[config.mk]
export PLATFORM = sky130hd
export DESIGN_NAME = mem_readback
export DESIGN_NICKNAME = d
export VERILOG_FILES = /design/src/rtl/mem_reinit_pkg.sv /design/src/rtl/mem_readback_fifo.sv /design/src/rtl/mem_readback.sv
export SDC_FILE = /design/constraint.sdc
export NUM_CORES = 1
export LEC_CHECK = 0
export BUFFER_PORTS_ARGS = -buffer_cell sky130_fd_sc_hd__buf_2
export CAP_MARGIN = 20
export CORE_MARGIN = 1.5
export CORE_UTILIZATION = 30
export CTS_BUF_LIST = sky130_fd_sc_hd__clkbuf_4 sky130_fd_sc_hd__clkbuf_8 sky130_fd_sc_hd__clkbuf_16
export DETAILED_ROUTE_END_ITERATION = 10
export PLACE_DENSITY = 0.58
export SETUP_SLACK_MARGIN = 0.1
export SLEW_MARGIN = 20
export SYNTH_ARGS = -nofsm -noshare
export SYNTH_HDL_FRONTEND = slang
export SYNTH_SLANG_ARGS = --single-unit
[constraint.sdc]
create_clock -name clk -period 5.15 [get_ports clk]
set_input_delay 0.515 -clock clk [delete_from_list [all_inputs] [get_ports clk]]
set_output_delay 0.515 -clock clk [all_outputs]
set_load 0.005 [all_outputs]
[src/rtl/mem_reinit_pkg.sv]
// Package: mem_reinit_pkg
// Shared definitions for the RAM readback path:
// - ADDR_W   : width of addresses and word counters
// - state_e  : sweep controller states
// - ptr_w / cnt_w : widths for FIFO pointers and occupancy counters
// - wrap_inc : modulo-depth address increment
package mem_reinit_pkg;

    localparam int ADDR_W = 32;

    typedef enum logic [0:0] {
        IDLE = 1'b0,
        RUN  = 1'b1
    } state_e;

    // Pointer width for a buffer of 'depth' entries (at least one bit).
    function automatic int ptr_w(input int depth);
        return (depth > 1) ? $clog2(depth) : 1;
    endfunction

    // Counter width able to hold the values 0..depth.
    function automatic int cnt_w(input int depth);
        return $clog2(depth + 1);
    endfunction

    // Next address, wrapping from depth-1 back to 0.
    function automatic logic [ADDR_W-1:0] wrap_inc(input logic [ADDR_W-1:0] addr,
                                                   input logic [ADDR_W-1:0] depth);
        return (addr == depth - 32'd1) ? 32'd0 : addr + 32'd1;
    endfunction

endpackage

[src/rtl/mem_readback_fifo.sv]
// Module: mem_readback_fifo
// Small synchronous FIFO buffering words read back from RAM.
// Ports:
// - clk, reset   : clock, synchronous active-high reset
// - push_i       : write push_data_i at the end of this cycle
// - push_data_i  : entry to store ({last, data} in the readback path)
// - pop_i        : drop the head entry at the end of this cycle
// - head_o       : oldest stored entry
// - count_o      : current occupancy (0..DEPTH)
// Push and pop in the same cycle are both performed; the caller never
// pushes when full and never pops when empty.
module mem_readback_fifo
    import mem_reinit_pkg::*;
#(
    parameter int WID   = 10,
    parameter int DEPTH = 4
) (
    input  logic                    clk,
    input  logic                    reset,
    input  logic                    push_i,
    input  logic [WID-1:0]          push_data_i,
    input  logic                    pop_i,
    output logic [WID-1:0]          head_o,
    output logic [cnt_w(DEPTH)-1:0] count_o
);

    localparam int PW = ptr_w(DEPTH);
    localparam int CW = cnt_w(DEPTH);

    logic [WID-1:0] mem_q [DEPTH];
    logic [PW-1:0]  wr_ptr_q;
    logic [PW-1:0]  rd_ptr_q;
    logic [CW-1:0]  count_q;

    // Storage, pointers and occupancy; reset clears contents so head reads 0.
    always_ff @(posedge clk) begin
        if (reset) begin
            for (int i = 0; i < DEPTH; i++) begin
                mem_q[i] <= '0;
            end
            wr_ptr_q <= '0;
            rd_ptr_q <= '0;
            count_q  <= '0;
        end else begin
            if (push_i) begin
                mem_q[wr_ptr_q] <= push_data_i;
                wr_ptr_q <= (wr_ptr_q == PW'(DEPTH - 1)) ? '0 : wr_ptr_q + PW'(1);
            end
            if (pop_i) begin
                rd_ptr_q <= (rd_ptr_q == PW'(DEPTH - 1)) ? '0 : rd_ptr_q + PW'(1);
            end
            count_q <= count_q + CW'(push_i) - CW'(pop_i);
        end
    end

    assign head_o  = mem_q[rd_ptr_q];
    assign count_o = count_q;

endmodule

[src/rtl/mem_readback.sv]
// Module: mem_readback
// Sweeps word_count words starting at start_addr (mod DEPTH_MEM) out of a
// block-RAM read port and presents them on a valid/ready stream.
// Ports:
// - clk, reset             : clock, synchronous active-high reset
// - start                  : 1-cycle request, honoured only when idle
// - start_addr, word_count : sweep parameters, sampled with start
// - raddr / rdata          : RAM read address (registered) and RAM dout
// - m_data/m_valid/m_ready/m_last : output stream, m_last on the final word
// - busy                   : sweep in progress
// - done                   : 1-cycle pulse after the final word handoff
// Reads are only issued when the FIFO is guaranteed room for them once they
// arrive (credit = occupancy + in-flight reads - this cycle's pop), so the
// RAM latency never causes a dropped word under backpressure.
module mem_readback
    import mem_reinit_pkg::*;
#(
    parameter int WID_MEM    = 9,
    parameter int DEPTH_MEM  = 2048,
    parameter int READ_LAT   = 1,
    parameter int FIFO_DEPTH = 4
) (
    input  logic               clk,
    input  logic               reset,
    input  logic               start,
    input  logic [ADDR_W-1:0]  start_addr,
    input  logic [ADDR_W-1:0]  word_count,
    output logic [ADDR_W-1:0]  raddr,
    input  logic [WID_MEM-1:0] rdata,
    output logic [WID_MEM-1:0] m_data,
    output logic               m_valid,
    input  logic               m_ready,
    output logic               m_last,
    output logic               busy,
    output logic               done
);

    localparam int CW = cnt_w(FIFO_DEPTH);
    localparam logic [ADDR_W-1:0] DEPTH_A = ADDR_W'(DEPTH_MEM);

    state_e              state_q;
    logic [ADDR_W-1:0]   raddr_q;
    logic [ADDR_W-1:0]   addr_q;      // next address to issue
    logic [ADDR_W-1:0]   count_q;     // words in this sweep
    logic [ADDR_W-1:0]   issued_q;    // words issued so far
    logic                busy_q;
    logic                done_q;
    logic [READ_LAT:0]   pipe_vld_q;  // one bit per in-flight read
    logic [READ_LAT:0]   pipe_last_q; // last-word tag travelling with it

    logic [CW-1:0]       fifo_count_s;
    logic [WID_MEM:0]    fifo_head_s;
    logic                pop_s;
    logic                push_s;
    logic [ADDR_W-1:0]   inflight_s;
    logic [ADDR_W-1:0]   credit_s;
    logic                issue_start_s;
    logic                issue_run_s;
    logic                issue_s;
    logic                issue_last_s;
    logic [ADDR_W-1:0]   issue_addr_s;
    logic [ADDR_W-1:0]   addr_d;
    logic                handoff_s;

    // Issue decision, credit check and next issue address.
    always_comb begin
        pop_s      = m_valid & m_ready;
        push_s     = pipe_vld_q[READ_LAT];
        handoff_s  = pop_s & m_last;
        inflight_s = '0;
        for (int i = 0; i <= READ_LAT; i++) begin
            inflight_s = inflight_s + ADDR_W'(pipe_vld_q[i]);
        end
        credit_s = ADDR_W'(fifo_count_s) + inflight_s - ADDR_W'(pop_s);
        // The first word goes out in the start cycle itself to save a cycle.
        issue_start_s = (state_q == IDLE) && start && (word_count != 32'd0);
        issue_run_s   = (state_q == RUN) && (issued_q < count_q) &&
                        (credit_s < ADDR_W'(FIFO_DEPTH));
        issue_s       = issue_start_s | issue_run_s;
        if (issue_start_s) begin
            issue_addr_s = start_addr % DEPTH_A;
            issue_last_s = (word_count == 32'd1);
        end else begin
            issue_addr_s = addr_q;
            issue_last_s = (issued_q == count_q - 32'd1);
        end
        addr_d = wrap_inc(issue_addr_s, DEPTH_A);
    end

    // Sweep FSM, counters, read address register and latency pipeline.
    always_ff @(posedge clk) begin
        if (reset) begin
            state_q     <= IDLE;
            raddr_q     <= '0;
            addr_q      <= '0;
            count_q     <= '0;
            issued_q    <= '0;
            busy_q      <= 1'b0;
            done_q      <= 1'b0;
            pipe_vld_q  <= '0;
            pipe_last_q <= '0;
        end else begin
            done_q      <= 1'b0;
            pipe_vld_q  <= {pipe_vld_q[READ_LAT-1:0], issue_s};
            pipe_last_q <= {pipe_last_q[READ_LAT-1:0], issue_s & issue_last_s};
            if (issue_s) begin
                raddr_q <= issue_addr_s;
                addr_q  <= addr_d;
            end
            case (state_q)
                IDLE: begin
                    if (start) begin
                        if (word_count != 32'd0) begin
                            state_q  <= RUN;
                            busy_q   <= 1'b1;
                            count_q  <= word_count;
                            issued_q <= 32'd1;
                        end else begin
                            done_q <= 1'b1;
                        end
                    end
                end
                RUN: begin
                    if (issue_run_s) begin
                        issued_q <= issued_q + 32'd1;
                    end
                    if (handoff_s) begin
                        state_q <= IDLE;
                        busy_q  <= 1'b0;
                        done_q  <= 1'b1;
                    end
                end
                default: begin
                    state_q <= IDLE;
                    busy_q  <= 1'b0;
                end
            endcase
        end
    end

    mem_readback_fifo #(
        .WID   (WID_MEM + 1),
        .DEPTH (FIFO_DEPTH)
    ) u_fifo (
        .clk         (clk),
        .reset       (reset),
        .push_i      (push_s),
        .push_data_i ({pipe_last_q[READ_LAT], rdata}),
        .pop_i       (pop_s),
        .head_o      (fifo_head_s),
        .count_o     (fifo_count_s)
    );

    assign m_valid = (fifo_count_s != '0);
    assign m_data  = fifo_head_s[WID_MEM-1:0];
    assign m_last  = fifo_head_s[WID_MEM];
    assign raddr   = raddr_q;
    assign busy    = busy_q;
    assign done    = done_q;

endmodule

==> results.sh <==
export IMPL_synth_top_cell_by_area="dfxtp_1"
export IMPL_cp_start_kind="register"
export IMPL_critPathMaxStageDelay_ns=0.71
export IMPL_fin_crit_ns=4.16
export IMPL_ys_seq_area_frac=0.399
export IMPL_clock_path_buffers=2
export IMPL_synth_top_area_frac=0.281
export IMPL_fmax_mhz=240
export IMPL_routedWlPerCell_um=16.0
export IMPL_powerDensity_mw_per_mm2=320
export IMPL_crit_family="simple AND/OR/NAND/NOR gates"
export IMPL_worst_pin_slew_ns=0.977
export IMPL_timing_slew_headroom=0.340
export IMPL_final_setup_tns_ns=0
export IMPL_async_flop_share=0
export IMPL_cts_tree="built"
export IMPL_clock_sinks=184
export IMPL_rsz0062_at_grt="no"
export IMPL_yosysWarnings=0
export IMPL_ys_ff_latch=184
export IMPL_p_sw_frac=0.322
export IMPL_post_cts_buffers=0
export IMPL_internal_power_mw=2.55
export IMPL_dr_pass1_iters=5
export IMPL_vdd_drop_max_mv=0.240
export IMPL_area_growth_syn_to_layout_pct=14.9
export IMPL_die_w_um=188
export IMPL_hold_buffers=0
export IMPL_core_mm2=0.0335
export IMPL_final_common_cell="nand2_1"
export IMPL_leakagePower_nw=4.37
export IMPL_clockPowerShare=0.354
export IMPL_dpl_hpwl_um=19500
export IMPL_grt_pass1_wl_um=45100
export IMPL_grt_ovfl_total=0
export IMPL_drive_gt1_frac=0.135
export IMPL_max_cap_violations=0
export IMPL_cts_root_buf="clkbuf_16"
export IMPL_drtIter0Drc=636
export IMPL_synthTopCellsByArea="dfxtp_1 28%, edfxtp_1 12%, nand2_1 6.6%"
export IMPL_antenna_found_initial=0
export IMPL_drc_errors=0
export IMPL_synth_cells=1212
export IMPL_synth_main_ff_cell="dfxtp_1"
export IMPL_mostFrequentLayoutCells="180 x nand2_1, 144 x dfxtp_1, 112 x a21oi_1, 99 x buf_2, 92 x nor2_1"
export IMPL_cp_slowest_cell="nand3b_1"
export IMPL_hold_path_class="in -> reg"
export IMPL_place_ws_ns=0.835
export IMPL_r2r_slack_ns=0.99
export IMPL_fillers=3512
export IMPL_power_switching_mw=1.22
export IMPL_start_util=0.305
export IMPL_crit_type="reg -> reg"
export IMPL_htreeDepth=4
export IMPL_ctsResizeCount=0
export IMPL_synth_avg_cell_area_um2=8.45
export IMPL_stdcell_count=1739
export IMPL_hold_viol=0
export IMPL_crit_arrival_ns=4.53
export IMPL_ios=122
export IMPL_final_seq_area_mm2=0.00408
export IMPL_postLayoutSetupSlackWorst_ns=0.989
export IMPL_fin_worst_skew_ns=0.0139
export IMPL_ant_nets=0
export IMPL_combPwrFrac=0.211
export IMPL_clk_pin_slew_ns=0.08
export IMPL_gr_usage_all_layers=0.161
export IMPL_seq_power_share=0.436
export IMPL_finalWirelength_um=27800
export IMPL_grt_max_degree=87
export IMPL_crit_required_ns=5.52
export IMPL_gp_congestion=0.841
export IMPL_post_route_util=0.351
export IMPL_grt_pass1_vias=8498
export IMPL_period_share=0.808
export IMPL_dp_cells=1706
export IMPL_multi_input_area_mm2=0.00570
export IMPL_layout_nets=1400
export IMPL_synth_net_count=1334
export IMPL_syn_area_mm2=0.0102
export IMPL_cp_common_cell="inv_1"
export IMPL_cp_max_fo=19
export IMPL_fp_row_count=67
export IMPL_synth_edf_count=40
export IMPL_num_vias=8853
export IMPL_ys_types=64
export IMPL_setup_violations_final=0
export IMPL_status="finished, final reports clean"
export IMPL_drv_slew=0
export IMPL_portBuffers=100
export IMPL_worstSetupEndpointType="register"
export IMPL_clkLatencyLatePin_ns=0.46
export IMPL_path_buf_inv=3
export IMPL_vias_per_cell=5.09
export IMPL_path_cells="inv_1, nand3_1, nand2_1, inv_1, ha_1, inv_1, ha_1, a21oi_1, and4b_1, o22ai_1, a211oi_1, a21oi_2, nand3b_1, or4_1, a21oi_1"
export IMPL_diodes=0
export IMPL_cts_buffers_inserted=17
export IMPL_die_y_um=188
export IMPL_dieArea_mm2=0.0353
[sequential cells by signal, indices dropped and copies added (netlist names), named ones only]
name and flops:
done 1, pipe_last_q 2, u_fifo.count_o 3, u_fifo.rd_ptr_q 2, raddr 32, count_q 32
issued_q 32, u_fifo.mem_q 40, busy 1, state_q 1, u_fifo.wr_ptr_q 2, addr_q 32
pipe_vld_q 2
[metal layers]
layer	up-vias	routed length, um	GRT usage
met5	-	0	0
met4	0	420	0.0443
met3	26	1190	0.0344
met2	199	13500	0.271
met1	4186	12700	0.208
li1	4442	-	-
[worst paths after layout]
| path | end | depth (start not counted) | startpoint |
|---|---|---|---|
| worst min register to register | raddr[16] | 2 | raddr[16] |
| worst max-delay path | issued_q[28] | 15 | u_fifo.count_o[1] |
| worst max register to register | issued_q[28] | 15 | u_fifo.count_o[1] |
| worst min-delay path | count_q[8] | 3 | word_count[8] |
[worst register-to-register path: stages (launching register included)]
cell and delay (ns):
dfxtp_1 0.39, inv_1 0.10, nand3_1 0.16, nand2_1 0.13, inv_1 0.17, ha_1 0.17
inv_1 0.04, ha_1 0.28, a21oi_1 0.18, and4b_1 0.21, o22ai_1 0.07, a211oi_1 0.55
a21oi_2 0.11, nand3b_1 0.71, or4_1 0.65, a21oi_1 0.16
[kinds of logic (layout without fill, tap and decap cells)]
family,after synthesis,after routing,synth area share
muxes,26,26,0.0380
and+or+nand+nor,538,538,0.265
DFF,184,184,0.399
adders and majority gates,45,45,0.0557
xor gates and xnor gates,80,80,0.0684
buffers and inverters,124,203,0.0456
AOI/OAI and AO/OA,215,215,0.129
[layout make-up]
| class | instances | share of cell area |
|---|---|---|
| Sequential cell | 184 | 0.347 |
| Timing Repair Buffer | 113 | 0.0519 |
| Clock buffer | 18 | 0.0368 |
| Clock inverter | 14 | 0.0134 |
| Tap cell | 448 | 0.0476 |
| Inverter | 58 | 0.0185 |
| Multi-Input combinational cell | 904 | 0.485 |
[power by group through the flow]
stage	Clock, mW	Sequential, mW	Combinational (mW)
finish	1.33	1.64	0.794
global route	1.43	1.66	0.895
CTS	1.37	1.64	0.805
detailed placement	0	1.68	0.801
global placement	0	1.67	0.789
floorplan	0	1.63	0.576
[synthesized netlist by cell type (10+ instances only)]
library cell	n
edfxtp_1	40
a311oi_1	10
nor3_1	26
xor2_1	27
inv_1	58
xnor2_1	53
and3_1	17
nand2_1	181
o21ai_0	26
or3_1	22
ha_1	44
and2_1	44
nor2_1	92
a21oi_1	113
nand4_1	28
a211oi_1	10
mux2i_1	13
nand3_1	42
nor4_1	29
mux4_2	10
clkbuf_1	56
dfxtp_1	144
[through the flow]
stage / cell area [um2] / total power, mW / hold WS [ns]
global placement: 11200 / 2.46 / 0.441
global route: 11800 / 3.98 / 0.305
detailed placement: 11200 / 2.48 / 0.443
CTS: 11800 / 3.81 / 0.286
finish: 11800 / 3.77 / 0.311
floorplan: 10200 / 2.21 / 0.414
Note: power is estimated with default switching activity, not from simulation.
